`config.mk`:
```
export PLATFORM = sky130hd
export DESIGN_NAME = cache_arbiter
export DESIGN_NICKNAME = d
export VERILOG_FILES = /design/src/rtl/cache_arbiter.sv
export SDC_FILE = /design/constraint.sdc
export NUM_CORES = 1
export LEC_CHECK = 0
export BUFFER_PORTS_ARGS = -buffer_cell sky130_fd_sc_hd__buf_2
export CAP_MARGIN = 20
export CORE_AREA = 5 5 543 545
export DETAILED_ROUTE_END_ITERATION = 12
export DIE_AREA = 0 0 548 550
export SLEW_MARGIN = 25
export SYNTH_ARGS = -nofsm -noshare
export SYNTH_HDL_FRONTEND = slang
export SYNTH_SLANG_ARGS = --single-unit
```
`constraint.sdc`:
```
create_clock -name clk -period 2.2 [get_ports clk]
set_input_delay 0 -clock clk [delete_from_list [all_inputs] [get_ports clk]]
set_output_delay 0 -clock clk [all_outputs]
set_load 0.02 [all_outputs]
```
`src/rtl/cache_arbiter.sv`:
```
// Two-port arbiter that lets an instruction cache and a data cache share one
// physical memory port, one line transaction at a time with round-robin priority.
module cache_arbiter #(
  parameter int LINE_WIDTH = 256,
  parameter int ADDR_WIDTH = 32
) (
  input  logic                  clk,
  input  logic                  rst,
  // instruction cache side
  input  logic                  i_pmem_read,
  input  logic [ADDR_WIDTH-1:0] i_pmem_address,
  output logic [LINE_WIDTH-1:0] i_pmem_rdata,
  output logic                  i_pmem_resp,
  // data cache side
  input  logic                  d_pmem_read,
  input  logic                  d_pmem_write,
  input  logic [ADDR_WIDTH-1:0] d_pmem_address,
  input  logic [LINE_WIDTH-1:0] d_pmem_wdata,
  output logic [LINE_WIDTH-1:0] d_pmem_rdata,
  output logic                  d_pmem_resp,
  // physical memory side
  output logic                  pmem_read,
  output logic                  pmem_write,
  output logic [ADDR_WIDTH-1:0] pmem_address,
  output logic [LINE_WIDTH-1:0] pmem_wdata,
  input  logic [LINE_WIDTH-1:0] pmem_rdata,
  input  logic                  pmem_resp
);

  localparam int OFFSET = $clog2(LINE_WIDTH / 8);
  localparam logic [ADDR_WIDTH-1:0] ALIGN_MASK =
    ~ADDR_WIDTH'((64'd1 << OFFSET) - 64'd1);

  typedef enum logic [1:0] {IDLE, SERVE_I, SERVE_D} state_t;

  typedef struct packed {
    logic                  rd;
    logic                  wr;
    logic [ADDR_WIDTH-1:0] addr;
    logic [LINE_WIDTH-1:0] wdata;
  } mem_req_t;

  state_t   state;
  logic     last_d;   // 1 when the most recent grant went to the data cache
  mem_req_t req_q;

  logic i_act, d_act, grant_i, grant_d;

  assign i_act   = i_pmem_read;
  assign d_act   = d_pmem_read | d_pmem_write;
  assign grant_i = i_act & (~d_act | last_d);
  assign grant_d = d_act & ~grant_i;

  always_ff @(posedge clk) begin
    if (rst) begin
      state  <= IDLE;
      last_d <= 1'b1;
      req_q  <= '0;
    end else begin
      case (state)
        IDLE: begin
          if (grant_i) begin
            state       <= SERVE_I;
            last_d      <= 1'b0;
            req_q.rd    <= 1'b1;
            req_q.wr    <= 1'b0;
            req_q.addr  <= i_pmem_address & ALIGN_MASK;
            req_q.wdata <= '0;
          end else if (grant_d) begin
            // a simultaneous read+write from the data cache is a write-back
            state       <= SERVE_D;
            last_d      <= 1'b1;
            req_q.rd    <= ~d_pmem_write;
            req_q.wr    <= d_pmem_write;
            req_q.addr  <= d_pmem_address & ALIGN_MASK;
            req_q.wdata <= d_pmem_wdata;
          end
        end
        SERVE_I, SERVE_D: begin
          if (pmem_resp) begin
            state    <= IDLE;
            req_q.rd <= 1'b0;
            req_q.wr <= 1'b0;
          end
        end
        default: state <= IDLE;
      endcase
    end
  end

  assign pmem_read    = req_q.rd;
  assign pmem_write   = req_q.wr;
  assign pmem_address = req_q.addr;
  assign pmem_wdata   = req_q.wdata;

  assign i_pmem_resp  = (state == SERVE_I) & pmem_resp;
  assign d_pmem_resp  = (state == SERVE_D) & pmem_resp;
  assign i_pmem_rdata = i_pmem_resp ? pmem_rdata : '0;
  assign d_pmem_rdata = d_pmem_resp ? pmem_rdata : '0;

endmodule
```
Word level (Yosys, flattened, before mapping). Index checks and enable logic that the tools add are counted.

Register bits after elaboration: 293. Latch bits: 0. Memory bits (writable): 0. ROM bits: 0. Output and inout port bits: 804. Word-level logic and storage cells: 37. Memories: 0.

$add $sub $neg: 0. $mul: 0. Divide/modulo/power cells: 0. $lt $le $gt $ge: 0. Eq/ne operators: 4. Shift-type cells: 0. Mux-type cells: 11. Bitwise operators: 9. Reduce and logical (&&, ||, !) cells: 7.

Operator list (count): 2-to-1 mux 290 bit (2); 2-to-1 mux 256 bit (2); case mux 2 bit (2 select lines) (2); 2-to-1 mux 2 bit (3); bitwise AND 1 bit (4); AND reduction 2 bit (2); nonzero test 2 bit (2); inequality test 3 bit, second input constant (1); NOT 1 bit (3); AND reduction 3 bit (1); equality test 2 x 1 -> 1 bit, second input constant (1); equality test 2 bit, second input constant (1); logical NOT 2 bit (1); 2-to-1 mux 1 bit (2); inequality test 2 bit, second input constant (1); OR 1 bit (2); OR reduction 2 bit (1).

Depth between registers and ports, before layout. Gate-level depths: netlist of the first run.

Depth after elaboration: 9. Depth in mapped cells: 8. Depth with buffers taken out: 5.

Worst setup path before layout of the first run. OpenSTA, ideal clock, no wires.

Path kind: reg2reg. From: reg state[0]. To: reg req_q, in the netlist pmem_address[21]. Arrival time: 1521 ps. Data required time: 2078 ps. Slack: 557 ps. Cell stages (with the launch flop): 8. Period minus slack after synthesis: 1643 ps. Cell sequence: dfxtp_1 inv_1 ha_1 o31a_1 buf_2 clkbuf_1 nor3b_1 a221o_1.

Word-level cells in the longest chain between the ends: 2.

RTL lines: start: declaration (line 43) `state_t state;`; start signal: assignment (line 56) `state <= IDLE;`; start signal: assignment (line 63) `state <= SERVE_I;`; start signal: assignment (line 71) `state <= SERVE_D;`; logical NOT 2 bit (line 60) `case (state)`; AND reduction 2 bit (no source line); end: declaration (line 45) `mem_req_t req_q;`.

Every way passes these cells. A chain may end at the register's enable or synchronous reset.

Worst setup path after layout of the first run.
From: reg state[0]. To: out d_pmem_rdata[30].

Word-level cells in the longest chain between the ends: 3.

RTL lines: equality test 2 bit (line 97) `assign d_pmem_resp = (state == SERVE_D) & pmem_resp;`; bitwise AND 1 bit (line 97); 2-to-1 mux 256 bit (line 99) `assign d_pmem_rdata = d_pmem_resp ? pmem_rdata : '0;`; end: declaration (line 19) `output logic [LINE_WIDTH-1:0] d_pmem_rdata,`.

Every way passes these cells.

==> flow_summary.json, run 1 <==
{
  "critPathCaptureType": "output pin",
  "max-cap-violations": 0,
  "slew_viol_final": 0,
  "r2r_cells": 7,
  "grt_pass1_wl_mm": 267,
  "first_pass_iters": 5,
  "syn_area_per_cell_sq_um": 9.56,
  "drc": 0,
  "multi_input_area_sq_mm": 0.00627,
  "htreeDepth": 2,
  "min_path_type": "in -> reg",
  "gp_congestion": 0.975,
  "syn-instance-count": 1328,
  "wirelength_mm": 229,
  "die_y_um": 550,
  "clock_path_buffers": 3,
  "grt_max_degree": 129,
  "antenna_left": 0,
  "via_count": 19400,
  "die_x_um": 548,
  "place_hpwl_mm": 204,
  "synth_area_sq_mm": 0.0127,
  "grt_usage_pct": 14.3,
  "rows": 198,
  "ys_ff_latch": 288,
  "fin_crit_ps": 2180,
  "ys_seq_area_share_pct": 45.4,
  "synth_edf_count": 0,
  "routed_via_density": 2.84,
  "worstSkewPairLatency_ps": 630,
  "ys.flop_type": "dfxtp_1",
  "start_util_pct": 4.39,
  "crit-reg2reg-launch": "state[0]",
  "ios": 1386,
  "synth.top_cells.by_area": "dfxtp_1 (45%), and3_1 (25%), a22o_1 (18%)",
  "regArea_sq_mm": 0.00577,
  "drive_gt1_share_pct": 51.7,
  "antenna_found_initial": 171,
  "hold_depth": 3,
  "final_nets": 3530,
  "grt_setup_unrepaired": "yes",
  "worst_clock_skew_ps": 39.6,
  "p_int_mw": 12.0,
  "p_switching_mw": 8.41,
  "irDropWorstVdd_v": 0.000441,
  "p_leak_nw": 15.6,
  "path_clk_slew_ps": 80,
  "cp-start-kind": "register",
  "finalCritPeriodShare_pct": 99.1,
  "crit_fanout": 9,
  "tns_ps": 0,
  "worst_r2r_endpoint": "pmem_wdata[210]",
  "first_global_vias": 18800,
  "cts_buffers": 35,
  "nFillCells": 33600,
  "power.density_mw_per_mm2": 677,
  "core_sq_mm": 0.290,
  "syn_to_final_growth_pct": 137,
  "instances_no_fill": 6815,
  "cts_tree": "built",
  "crit_type": "reg -> out",
  "p_clk_share_pct": 30.7,
  "final_hold_viol_count": 0,
  "portBuffers": 1370,
  "p_seq_share_pct": 29.9,
  "setup_viol": 0,
  "postPlaceCellArea_sq_mm": 0.0245,
  "design_area_sq_mm": 0.0301,
  "layout_common_cells": "buf_2 (1,204), and3_1 (490), dlygate4sd3_1 (315), dfxtp_1 (286), a22o_1 (258)",
  "hold_start": "d_pmem_wdata[117]",
  "layout_commonest_cell": "buf_2",
  "drt_iter0_drc": 1612,
  "async_flop_share_pct": 0,
  "hold_ws_ps": 133,
  "cp.required_ps": 2200,
  "placed_cells": 6371,
  "power.share.switching_pct": 41.2,
  "status": "complete, no violations",
  "synth_top_area_cell": "dfxtp_1",
  "fin_util_pct": 10.4,
  "wl_per_cell_um": 33.6,
  "yosys_warnings": 0,
  "cts_root_buf": "clkbuf_16",
  "grt_overflow": 0,
  "r2r_setup_slack_ps": 220,
  "cts.sinks": 288,
  "synth_top_area_share_pct": 45.4,
  "synth_cell_types": 27,
  "pwr-share-comb_pct": 39.3,
  "die_area_sq_mm": 0.301,
  "worstPathArrival_ps": 2180,
  "max_freq_ghz": 0.459,
  "whs_endpoint": "pmem_wdata[117]"
}
[synthesized netlist by cell type (all sizes together), types with 2 or more instances]
master / instances
nor2: 3
nor3b: 28
ha: 3
a32o: 2
inv: 4
nand2: 4
a221o: 27
and3: 512
a22o: 258
dfxtp: 288
and2: 2
buf: 66
clkbuf: 120
nand2b: 2
[area by class of cell]
| class | count | share of cell area (%) |
|---|---|---|
| timing repair buffer | 1762 | 39.9 |
| multi-input combinational | 854 | 20.8 |
| sequential | 288 | 19.1 |
| tap | 3800 | 15.8 |
| clock buffer | 47 | 3.25 |
| clock inverter | 15 | 0.664 |
| antenna | 45 | 0.374 |
| inverter | 4 | 0.0498 |
[power groups by stage]
stage                     Sequential, mW  Combinational [mW]  Clock (mW)
after floorplan                     6.81                2.16           0
after global placement              6.20                7.03           0
after detailed placement            6.19                7.02           0
after CTS                           6.10                8.13        6.53
after global routing                6.17                8.67        6.61
final                               6.11                8.03        6.27
[worst max-delay path: stages, from the launching register on]
cell and delay [ps]:
dfxtp_4 370, inv_2 80, ha_4 230, buf_12 240, buf_8 190, and3_2 260
buf_4 180
[stage by stage]
stage	setup WS, ps	total power, mW
floorplan	557	8.97
global placement	248	13.2
detailed placement	208	13.2
CTS	-71.9	20.8
global route	-42.0	21.4
finish	19.2	20.4
[flip-flops by register name, indices dropped and copies added, names as in the netlist]
register	flops
last_d	1
pmem_wdata	256
pmem_read	1
pmem_address	27
state	2
pmem_write	1
[logic make-up after synthesis]
family          after synthesis  synth area share, %
other cells                   1               0.0295
fa+ha+maj                     3                0.296
flops                       288                 45.4
simple gates                554                 27.5
compound gates              292                 20.4
buf+inv                     190                 6.37
[per-layer routing]
| layer | routed length [um] | vias up | GRT usage (%) |
|---|---|---|---|
| li1 | - | 8326 | - |
| met5 | 305 | - | 0 |
| met3 | 51000 | 402 | 13.8 |
| met1 | 79500 | 9010 | 14.8 |
| met4 | 7000 | 48 | 3.25 |
| met2 | 91100 | 1591 | 20.8 |
[worst max-delay path by stage]
stage / start / endpoint / slack [ps] / cells past startpoint
global placement: state[0] / pmem_wdata[182] / 250 / 7
global route: state[1] / i_pmem_rdata[235] / -40 / 7
detailed placement: state[0] / pmem_wdata[210] / 210 / 7
floorplan: state[0] / pmem_address[21] / 560 / 7
finish: state[0] / d_pmem_rdata[30] / 20 / 6
CTS: state[1] / i_pmem_rdata[169] / -70 / 7
[timing repair]
item                       in CTS  in global routing
setup buffers                  12                  2
hold buffers                  315                  0
pin swaps                       2                  2
setup endpoints to repair     380                225
resized for setup             167                 93
gates cloned                    8                  2
hold endpoints to repair      288                  0
(Power assumes the default switching activity.)
==> run 2, diff against run 1 <==
--- a/config.mk
+++ b/config.mk
@@ -10,6 +10,7 @@
 export CORE_AREA = 5 5 543 545
 export DETAILED_ROUTE_END_ITERATION = 12
 export DIE_AREA = 0 0 548 550
+export PLACE_DENSITY_LB_ADDON = 0.05
 export SLEW_MARGIN = 25
 export SYNTH_ARGS = -nofsm -noshare
 export SYNTH_HDL_FRONTEND = slang
==> run 2 against run 1 <==
Clock power increased by 23%; critical path depth stayed put; clock skew rose by 10 ps; maximum frequency up 3.7%; flip-flop and latch count did not move; non-clock buffer count increased by 22; utilization hardly changed; worst hold slack worse by 15 ps; via count shrank 5.3%; routed wire length fell by 24%; power grew 2.8%; final cell count is 0.38% higher.
==> flow_summary.json, run 2 (synthesis results as in run 1) <==
{
  "rows": 198,
  "path_cells": "buf_6, ha_4, buf_12, clkbuf_16, and3_2, buf_12",
  "drive_gt1_share_pct": 52.5,
  "tns_ps": 0,
  "crit_type": "reg -> out",
  "max-cap-violations": 0,
  "worstPathArrival_ps": 2100,
  "die_x_um": 548,
  "power.density_mw_per_mm2": 696,
  "p_leak_nw": 15.8,
  "first_global_vias": 19600,
  "place_hpwl_mm": 148,
  "p_seq_share_pct": 29.1,
  "min_path_type": "in -> reg",
  "die_y_um": 550,
  "critPathCaptureType": "output pin",
  "worst_clock_skew_ps": 50.0,
  "instances_no_fill": 6841,
  "wirelength_mm": 175,
  "worst_r2r_endpoint": "pmem_address[23]",
  "wl_per_cell_um": 25.5,
  "syn_to_final_growth_pct": 137,
  "power.share.switching_pct": 37.4,
  "clock_path_buffers": 3,
  "die_area_sq_mm": 0.301,
  "path_clk_slew_ps": 60,
  "hold_start": "d_pmem_wdata[251]",
  "antenna_found_initial": 108,
  "ios": 1386,
  "placed_cells": 6400,
  "htreeDepth": 2,
  "p_int_mw": 13.1,
  "p_switching_mw": 7.85,
  "cts_root_buf": "clkbuf_16",
  "fin_crit_ps": 2100,
  "cp.required_ps": 2200,
  "drc": 0,
  "grt_setup_unrepaired": "yes",
  "first_pass_iters": 5,
  "r2r_cells": 7,
  "routed_via_density": 2.68,
  "worstSkewPairLatency_ps": 630,
  "start_util_pct": 4.39,
  "r2r_setup_slack_ps": 280,
  "largest_reg_flops": 256,
  "crit_fanout": 10,
  "core_sq_mm": 0.290,
  "antenna_left": 0,
  "setup_viol": 0,
  "max_freq_ghz": 0.476,
  "cts_buffers": 46,
  "crit-reg2reg-launch": "state[1]",
  "relSlewSlack_pct": 65.9,
  "crit_top_cell": "buf_12",
  "gp_congestion": 0.880,
  "tightestPinTransition_ps": 511,
  "final_nets": 3563,
  "grt_max_degree": 77,
  "cts_tree": "built",
  "whs_endpoint": "pmem_wdata[251]",
  "grt_overflow": 0,
  "hold_depth": 3,
  "via_count": 18400,
  "finalCritPeriodShare_pct": 95.6,
  "irDropWorstVdd_v": 0.000475,
  "critPathMaxStageDelay_ps": 330,
  "status": "complete, no violations",
  "slew_viol_final": 0,
  "pwr-share-comb_pct": 34.1,
  "cp-start-kind": "register",
  "drt_iter0_drc": 919,
  "layout_common_cells": "buf_2 (1,304), and3_1 (484), dlygate4sd3_1 (314), dfxtp_1 (286), a22o_1 (258)",
  "grt_pass1_wl_mm": 217,
  "nFillCells": 33900,
  "cts.sinks": 288,
  "p_clk_share_pct": 36.8,
  "portBuffers": 1370,
  "layout_commonest_cell": "buf_2",
  "slowest_stage": "dfxtp_2",
  "grt_usage_pct": 10.8,
  "final_hold_viol_count": 0
}
-- run 2: changes by cell type in the layout (fill, tap and decap cells not counted), moves of 6 or more --
cell       delta
buf_4        -29
and3_1        -6
diode_2      -17
clkbuf_4     -22
buf_2       +100
buf_6         -9
clkinv_2      +7
clkbuf_16    +14
buf_12       -11
-- run 2: metrics by stage --
| stage | worst slack (ps) | total power [mW] | util (%) | instance area (sq um) | hold slack [ps] |
|---|---|---|---|---|---|
| global route | -40.1 | 22.3 | 10.4 | 30100 | 68.8 |
| global placement | 156 | 12.7 | 8.47 | 24500 | 217 |
| detailed placement | 184 | 12.6 | 8.47 | 24500 | 221 |
| CTS | -72.9 | 21.6 | 10.2 | 29600 | 26.9 |
| finish | 97.5 | 21.0 | 10.4 | 30100 | 118 |
| floorplan | 557 | 8.97 | - | 12700 | 124 |
-- run 2: timing repair --
item,4_1_cts,5_1_grt
endpoints found under the setup margin,282,141
gates resized for setup,78,97
pin swaps,1,1
hold buffers,314,0
setup buffers,3,6
endpoints found under the hold margin,288,0
gates cloned,2,5
-- run 2: worst max path at each step --
stage / start / end / slack (ps) / cells past startpoint
2_1_floorplan: state[0] / pmem_address[21] / 560 / 7
3_3_place_gp: state[0] / pmem_wdata[111] / 160 / 7
3_5_place_dp: state[0] / pmem_wdata[152] / 180 / 7
4_1_cts: state[1] / d_pmem_rdata[246] / -70 / 5
5_1_grt: state[0] / d_pmem_rdata[212] / -40 / 6
6_report: state[1] / d_pmem_rdata[163] / 100 / 6
-- run 2: power by group through the flow --
stage	registers (mW)	clock network, mW	logic (mW)
2_1_floorplan	6.81	0	2.16
3_5_place_dp	6.21	0	6.38
5_1_grt	6.19	8.41	7.67
6_report	6.11	7.72	7.14
4_1_cts	6.13	8.28	7.17
3_3_place_gp	6.24	0	6.46
-- run 2: layer usage --
layer | share of wire [%] | global-route usage, %
met4 | 1.7 | 1.50
met2 | 51 | 19.9
met1 | 38 | 11.7
met3 | 9.4 | 4.44
met5 | 0.040 | 0
-- run 2: worst max-delay path, delay by kind of cell, from the launching register on --
family	cells	cell delay (ps)
simple gates	1	270
buf+inv	4	600
flops	1	330
fa+ha+maj	1	260
-- run 2: final cells by class --
class | instances | area [sq um] | share of cell area (%)
Antenna cell | 28 | 70.1 | 0.233
Multi-Input combinational cell | 854 | 6290 | 20.9
Inverter | 4 | 15.0 | 0.0498
Timing Repair Buffer | 1784 | 11700 | 38.8
Tap cell | 3800 | 4750 | 15.8
Clock buffer | 65 | 1310 | 4.36
Sequential cell | 288 | 5770 | 19.1
Clock inverter | 18 | 230 | 0.764
==> run 3, diff against run 2 <==
--- a/config.mk
+++ b/config.mk
@@ -7,11 +7,12 @@
 export LEC_CHECK = 0
 export BUFFER_PORTS_ARGS = -buffer_cell sky130_fd_sc_hd__buf_2
 export CAP_MARGIN = 20
-export CORE_AREA = 5 5 543 545
+export CORE_AREA = 5 5 535 537
+export CTS_BUF_LIST = sky130_fd_sc_hd__clkbuf_8
 export DETAILED_ROUTE_END_ITERATION = 12
-export DIE_AREA = 0 0 548 550
+export DIE_AREA = 0 0 540 542
 export PLACE_DENSITY_LB_ADDON = 0.05
-export SLEW_MARGIN = 25
+export SLEW_MARGIN = 5
 export SYNTH_ARGS = -nofsm -noshare
 export SYNTH_HDL_FRONTEND = slang
 export SYNTH_SLANG_ARGS = --single-unit
==> run 3 against run 2 <==
The run now ends with negative setup slack left; design area up 18%; flip-flop and latch count unchanged; clock power down 16%; power up 0.61%; register-to-register slack better by 80 ps; utilization up 2.2 points; routed wire length down 0.71%; die area down 2.9%; sequential share of layout area down 2.9 points.
==> flow_summary.json, run 3 (synthesis results as in run 1) <==
{
  "status": "complete, but fails checks",
  "violations": "negative setup slack",
  "max_freq_ghz": 0.451,
  "cp.required_ps": 2200,
  "gp_congestion": 0.751,
  "layout_common_cells": "buf_2 (1,046), dlygate4sd3_1 (582), and3_1 (361), dfxtp_1 (286), a22o_1 (258)",
  "grt_max_degree": 95,
  "portBuffers": 1370,
  "clock_path_buffers": 3,
  "wl_per_cell_um": 24.2,
  "tightestPinTransition_ps": 539,
  "path_clk_slew_ps": 60,
  "multi_input_area_sq_mm": 0.00693,
  "critPathCaptureType": "output pin",
  "wirelength_mm": 173,
  "die_area_sq_mm": 0.293,
  "slew_viol_final": 0,
  "p_leak_nw": 17.1,
  "antenna_found_initial": 138,
  "grt_setup_unrepaired": "yes",
  "grt_pass1_wl_mm": 215,
  "worst_clock_skew_ps": 55.2,
  "die_x_um": 540,
  "cts_root_buf": "clkbuf_8",
  "crit_path_end": "i_pmem_rdata[170]",
  "finalCritPeriodShare_pct": 101,
  "power_mw": 21.1,
  "crit_start": "state[0]",
  "cp-start-kind": "register",
  "core_sq_mm": 0.281,
  "power.density_mw_per_mm2": 595,
  "routed_via_density": 2.76,
  "max-cap-violations": 0,
  "hold_ws_ps": 134,
  "worstPathArrival_ps": 2220,
  "min_path_type": "in -> reg",
  "crit_type": "reg -> out",
  "grt_overflow": 0,
  "place_hpwl_mm": 140,
  "grt_usage_pct": 10.9,
  "final_hold_viol_count": 0,
  "fin_util_pct": 12.6,
  "relSlewSlack_pct": 64.1,
  "cts.sinks": 288,
  "worst_r2r_endpoint": "pmem_wdata[232]",
  "r2r_cells": 7,
  "crit_fanout": 8,
  "rows": 195,
  "cts_tree": "built",
  "nFillCells": 32600,
  "regArea_sq_mm": 0.00577,
  "tns_ps": -66.3,
  "drc": 0,
  "p_int_mw": 12.9,
  "final_nets": 3877,
  "p_clk_share_pct": 30.9,
  "power.share.switching_pct": 38.9,
  "layout_commonest_cell": "buf_2",
  "post-place-ws_ps": 254,
  "worstSkewPairLatency_ps": 720,
  "placed_cells": 6329,
  "postPlaceCellArea_sq_mm": 0.0244,
  "setup_ws_ps": -18.6,
  "drive_gt1_share_pct": 52.3,
  "instances_no_fill": 7156,
  "first_pass_iters": 4,
  "setup_viol": 8,
  "syn_to_final_growth_pct": 179,
  "cts_buffers": 67,
  "ios": 1386,
  "die_y_um": 542,
  "pwr-share-comb_pct": 40.2,
  "start_util_pct": 4.52,
  "irDropWorstVdd_v": 0.000354,
  "p_seq_share_pct": 28.9,
  "fin_crit_ps": 2220,
  "drt_iter0_drc": 832,
  "r2r_setup_slack_ps": 360,
  "via_count": 19800,
  "antenna_left": 0,
  "htreeDepth": 3,
  "design_area_sq_mm": 0.0354,
  "crit-reg2reg-launch": "state[0]",
  "largest_reg_flops": 256,
  "first_global_vias": 21000,
  "p_switching_mw": 8.20
}
run 3: changes by cell type in the layout (fill, tap and decap cells not counted), moves of 10 or more:
cell / previous run / this run
clkbuf_1: 10 / 0
buf_2: 1304 / 1046
clkbuf_16: 51 / 23
buf_6: 21 / 199
inv_1: 3 / 28
clkbuf_8: 9 / 79
diode_2: 28 / 76
dlygate4sd3_1: 314 / 582
and3_1: 484 / 361
and3_4: 21 / 150
buf_16: 9 / 21
buf_4: 85 / 140
run 3: layout make-up:
class                      instances  area share, %
timing repair buffer            2077           46.7
multi-input combinational        854           19.6
sequential                       288           16.3
tap                             3743           13.2
clock buffer                      79           3.07
clock inverter                    35          0.629
antenna                           76          0.537
inverter                           4         0.0424
run 3: power by group through the flow:
| stage | registers [mW] | logic (mW) | clock network (mW) |
|---|---|---|---|
| 3_3_place_gp | 6.23 | 6.36 | 0 |
| 4_1_cts | 6.11 | 7.90 | 7.10 |
| 6_report | 6.10 | 8.48 | 6.52 |
| 3_5_place_dp | 6.20 | 6.30 | 0 |
| 5_1_grt | 6.17 | 9.03 | 7.20 |
| 2_1_floorplan | 6.81 | 2.16 | 0 |
run 3: repair_timing:
action / 4_1_cts / 5_1_grt
endpoints found under the setup margin: 500 / 463
hold buffers: 582 / 0
pin swaps: 1 / 0
setup buffers: 15 / 4
cloned: 12 / 26
resized for setup: 252 / 558
hold endpoints to repair: 288 / 0
run 3: layer usage:
metal  global-route usage [%]  up-vias  wire length (um)
met1                     12.4     9286             68900
met5                        0        -               204
met4                     3.80       30              6030
li1                         -     9103                 -
met3                     4.55      257             15800
met2                     18.3     1100             82400
run 3: worst min-delay path by stage:
stage                                   from               end  slack (ps)  cells after the start
after floorplan                          rst            last_d         120                      2
after global placement     d_pmem_wdata[202]   pmem_wdata[202]         220                      2
after detailed placement    d_pmem_wdata[23]    pmem_wdata[23]         220                      2
after CTS                 d_pmem_address[19]  pmem_address[19]           2                      3
after global routing      d_pmem_address[19]  pmem_address[19]          80                      3
final                      d_pmem_wdata[161]   pmem_wdata[161]         130                      3
run 3: worst max-delay path, stage by stage (launching register included):
cell and delay, ps:
dfxtp_2 330, buf_6 120, ha_4 150, buf_12 150, buf_12 180, buf_12 120
buf_16 140, and3_1 150, buf_6 130
